===== src/rtl/minz_settle_cnt.sv =====
// Loadable down-counter; expired is high while the count sits at zero.
module minz_settle_cnt #(
  parameter int W = 2
) (
  input  logic         clk,
  input  logic         rst,
  input  logic         load,
  input  logic [W-1:0] load_val,
  input  logic         en,
  output logic         expired
);

  logic [W-1:0] cnt;

  always_ff @(posedge clk or posedge rst) begin
    if (rst) begin
      cnt <= '0;
    end else if (load) begin
      cnt <= load_val;
    end else if (en && (cnt != '0)) begin
      cnt <= cnt - 1'b1;
    end
  end

  assign expired = (cnt == '0);

endmodule


===== config.mk =====
export PLATFORM = sky130hd
export DESIGN_NAME = minz_settle_cnt
export DESIGN_NICKNAME = d
export VERILOG_FILES = /design/src/rtl/minz_settle_cnt.sv
export SDC_FILE = /design/constraint.sdc
export NUM_CORES = 1
export LEC_CHECK = 0
export CAP_MARGIN = 20
export CORE_AREA = 2 2 39 41
export DETAILED_ROUTE_END_ITERATION = 12
export DIE_AREA = 0 0 41 43
export GPL_TIMING_DRIVEN = 0
export MAX_ROUTING_LAYER = met4
export PLACE_DENSITY = 0.3
export SYNTH_ARGS = -nofsm -noshare
export SYNTH_HDL_FRONTEND = slang
export SYNTH_SLANG_ARGS = --single-unit

===== constraint.sdc =====
create_clock -name clk -period 1.04 [get_ports clk]
set_input_delay 0.208 -clock clk [delete_from_list [all_inputs] [get_ports clk]]
set_output_delay 0.208 -clock clk [all_outputs]
set_load 0.02 [all_outputs]

# ---- Yosys cells after proc, flatten, opt, wreduce, memory -nomap -nowiden
# Index checks and enable logic that the tools add are counted.
dict set report classes {
  n_addsub 1
  muxes 2
  n_reduce_logical 4
}
# operator count
set op_table {}
lappend op_table {{$mux W2} 2}
lappend op_table {{$reduce_bool A2 Y1} 2}
lappend op_table {{$logic_not A2 Y1} 1}
lappend op_table {{$sub A2 B1 Y2 const B} 1}
lappend op_table {{$logic_and A1 B1 Y1} 1}
dict set report word_totals {
  register_bits 2
  word_cells 8
}

# ---- Longest topological paths before layout
dict set report logic_depth {
  word_depth 4
  mapped_depth 4
}

# ---- Worst setup path before layout
# Ideal clock, no wire load.
dict set report synth_timing {
  path_type {register to register}
  start {reg cnt[0]}
  end {reg cnt[1]}
  setup_time_ns 0.126
  t_arrival_ns 1.132
  slack_ns -0.218
  stages_incl_launch_ff 5
  n_path_buf 0
  period_less_slack_ns 1.258
  path_cell_list {dfrtp_1 > inv_1 > ha_1 > nand2b_1 > a221o_1}
}
dict set report synth_via {
  elab_chain_len 3
  word_cells_on_any_way 6
  cone_classes {1 x add/sub; 2 x mux; 3 x reduce/logical}
}
# element line_no
set synth_lines {}
lappend synth_lines {{start, declared} 13} ;# logic [W-1:0] cnt;
lappend synth_lines {{start signal, assigned} 19} ;# cnt <= load_val;
lappend synth_lines {{start signal, assigned} 21} ;# cnt <= cnt - 1'b1;
lappend synth_lines {{$sub A2 B1 Y2 or $reduce_bool A2 Y1 (tied branches)} {21, 20}}
lappend synth_lines {{$mux W2 or $logic_and A1 B1 Y1 (tied branches)} 20} ;# end else if (en && (cnt != '0)) begin
lappend synth_lines {{$mux W2 or $reduce_bool A2 Y1 (tied branches)} -}
# Several ways; a longest one is shown, not always the timed one. The select of a mux whose other input is x is not followed.
# A chain may end at the register's enable or synchronous reset.

# ---- Worst setup path in the final report
dict set report layout_timing {
  start {reg cnt[1]}
  end {out expired}
}
dict set report layout_via {
  elab_chain_len 1
}
# element line_no
set layout_lines {}
lappend layout_lines {{$logic_not A2 Y1} 25} ;# assign expired = (cnt == '0);
lappend layout_lines {{end, declared} 10} ;# output logic expired
# Every way passes these cells.

==> impl_results.md <==
* Drt first-iter violations at 2
* CP max stage cell: dfrtp_1
* Most frequent cells after synthesis: inv_1, a221o_1, dfrtp_1, nor4b_1
* Max VDD drop at 0.000292 V
* H-tree levels at 1
* CP Capture Type: output pin
* Post-synth top area share at 0.370
* DR pass1 iterations at 2
* Pwr Density at 1540 nW/um^2
* Count leader, synth: inv_1
* Vias in the first global route at 156
* DIE AREA at 1760 sq um
* RSZ-0062 raised after global routing: true
* Clock buffer depth at 2
* Syn Std Cell Area at 135 sq um
* Post-route cell area at 288 sq um
* Setup slack after layout at -114 ps
* Flops & latches, synth at 2
* Layout cell share with drive strength beyond 1 at 0.500
* WL/cell at 8.90 um
* GR Util All Layers at 0.0503
* Post-synth cell types at 8
* Mapped Nets at 20
* Die Wd at 41 um
* Post-Route WL at 356 um
* Hold WS at 142 ps
* Synth Area in Simple Gates at 0.306
* Fin Clk Skew at 0.211 ps
* Crit path from: cnt[1]
* Area growth from synthesis to layout at 113%
* Highest Clock Rate at 0.867 GHz
* Final number of setup-violating endpoints at 3
* Via/cell ratio at 3.33
* Synth area leaders: dfrtp_1, a221o_1, nor4b_1, ha_1, inv_1
* Worst EP arrival at 950 ps
* Buffers on Ports at 6
* Min-Delay Path Class: in -> async
* Fin nets at 33
* CTS root buf: clkbuf_4
* CP Cell Sequence: inv_2, ha_4, buf_6
* Worst slew margin at 0.830
* # hold bufs at CTS at 0
* Die Y at 43 um
* Post-route setup TNS at -299 ps
* Total grt overflow at 0
* Final Cycle Share at 1.11
* CP bufs+invs at 2
* Compound-gate portion of the synthesized area at 0.148
* Placeable core region at 1380 sq um
* Max-Cap Viols at 0
* I/O pin count at 7
* CTS tree: done
* Biggest register: cnt
* First-pass GRT wire length at 565 um
* Syn Area/Cell at 10.4 sq um
* N_diodes at 0
* Cell Rows at 14
* Startpoint types: flop
* Synth Area in Adders at 0.0926
* Status: finished, violations left
* Largest net degree at the start of global routing at 7
* Worst r2r src: cnt[0]
* Worst-Skew Late Latency at 220 ps
* Kind of cell adding the most delay to the critical path: flip-flops
* Number of synthesized flops with an enable pin at 0
* Clock sinks at 2
* Largest family of logic cells by synthesized area: simple AND/OR/NAND/NOR gates
* Clk slew on worst S/H paths at 30 ps
* Inserted Clock Buffers at 3
* Largest register FFs at 2
* CP max stage delay at 380 ps
* Pleak at 0.127 nW
* Cell count after synthesis at 13
* Asr flop ratio synth at 1.00
* Crit path kind: reg -> out
* Fin crit period at 1150 ps
* Gpl congestion at 0.588
* Regs by FF count: cnt (2)
* Multiplexer area fraction after synthesis at 0
* Cell accounting for the most synthesized area: dfrtp_1
* Failing checks: setup timing
* Initial antenna violation count at 0
* Worst slack at placement at -376 ps
* Worst Path Max Fanout at 4
* Antenna viol nets, final at 0
* Main flop type after synthesis: dfrtp_1
* Fin. Hold Viols at 0
* Via count at 133
* Placed standard-cell area at 235 sq um
* Register area share after synthesis at 0.370
* Critical Path RT at 830 ps
* Slew Limit Fails at 0
* Synth Warn # at 0
* Post-synthesis xor/xnor area fraction at 0
* Initial core utilization at 0.0976
* DRC errors left at 0
* Tightest Pin Transition at 252 ps
==> worst paths after layout <==
check,end,slack [ps],cells past startpoint
max in group asynchronous,cnt[0],790,2
min reg2reg,cnt[1],650,2
max reg2reg,cnt[1],-100,5
min,cnt[1],140,2
max,expired,-110,3
min in group clk,cnt[1],550,2
==> cell families after synthesis <==
logic type                 after synthesis
AOI/OAI and AO/OA                        2
adders and majority gates                1
buffers and inverters                    3
DFF                                      2
and+or+nand+nor                          5
==> cell type report <==
type / instances / area, sq um
clock buffers: 3 / 22.5
flip-flops and latches: 2 / 50.0
multi-input cells: 8 / 109
fillers: 155 / 1100
inverters: 3 / 11.3
well taps: 16 / 20.0
repair buffers: 8 / 75.1
==> per-layer routing <==
metal,vias up,global-route usage,wire (um)
li1,69,-,-
met1,57,0.0732,195
met2,7,0.0531,131
met3,0,0,30
met4,0,0.0600,0
met5,-,-,0
==> where the power goes <==
group | total (W) | switching [W] | leakage, nW | internal, W
registers | 0.000100 | 0.00000973 | 0.0242 | 0.0000904
logic | 0.000171 | 0.0000645 | 0.0892 | 0.000106
clock network | 0.000173 | 0.0000456 | 0.0138 | 0.000128
==> through the flow <==
step,instances,util,total power (W)
after global placement,35,0.170,0.000227
final,40,0.208,0.000444
after global routing,40,0.208,0.000476
after CTS,40,0.202,0.000444
after detailed placement,35,0.170,0.000227
after floorplan,13,-,0.000181
==> timing repair <==
action	in CTS	in global routing
gates resized for setup	9	1
endpoints found under the setup margin	3	3
setup buffers	2	0
pin swaps	1	1
==> cell usage in the layout, fill, tap and decap left out <==
cell type / netlist / final
nor4b_1: 2 / 1
a221o_1: 2 / 2
clkdlybuf4s50_1: 0 / 4
nand2b_4: 0 / 1
and2b_1: 1 / 1
clkbuf_4: 0 / 3
buf_6: 0 / 1
ha_4: 0 / 1
dfrtp_1: 2 / 2
inv_2: 0 / 2
buf_4: 0 / 2
and2b_4: 1 / 1
inv_1: 3 / 1
nor4b_4: 0 / 1
dlygate4sd2_1: 0 / 1
(Power assumes the default switching activity.)
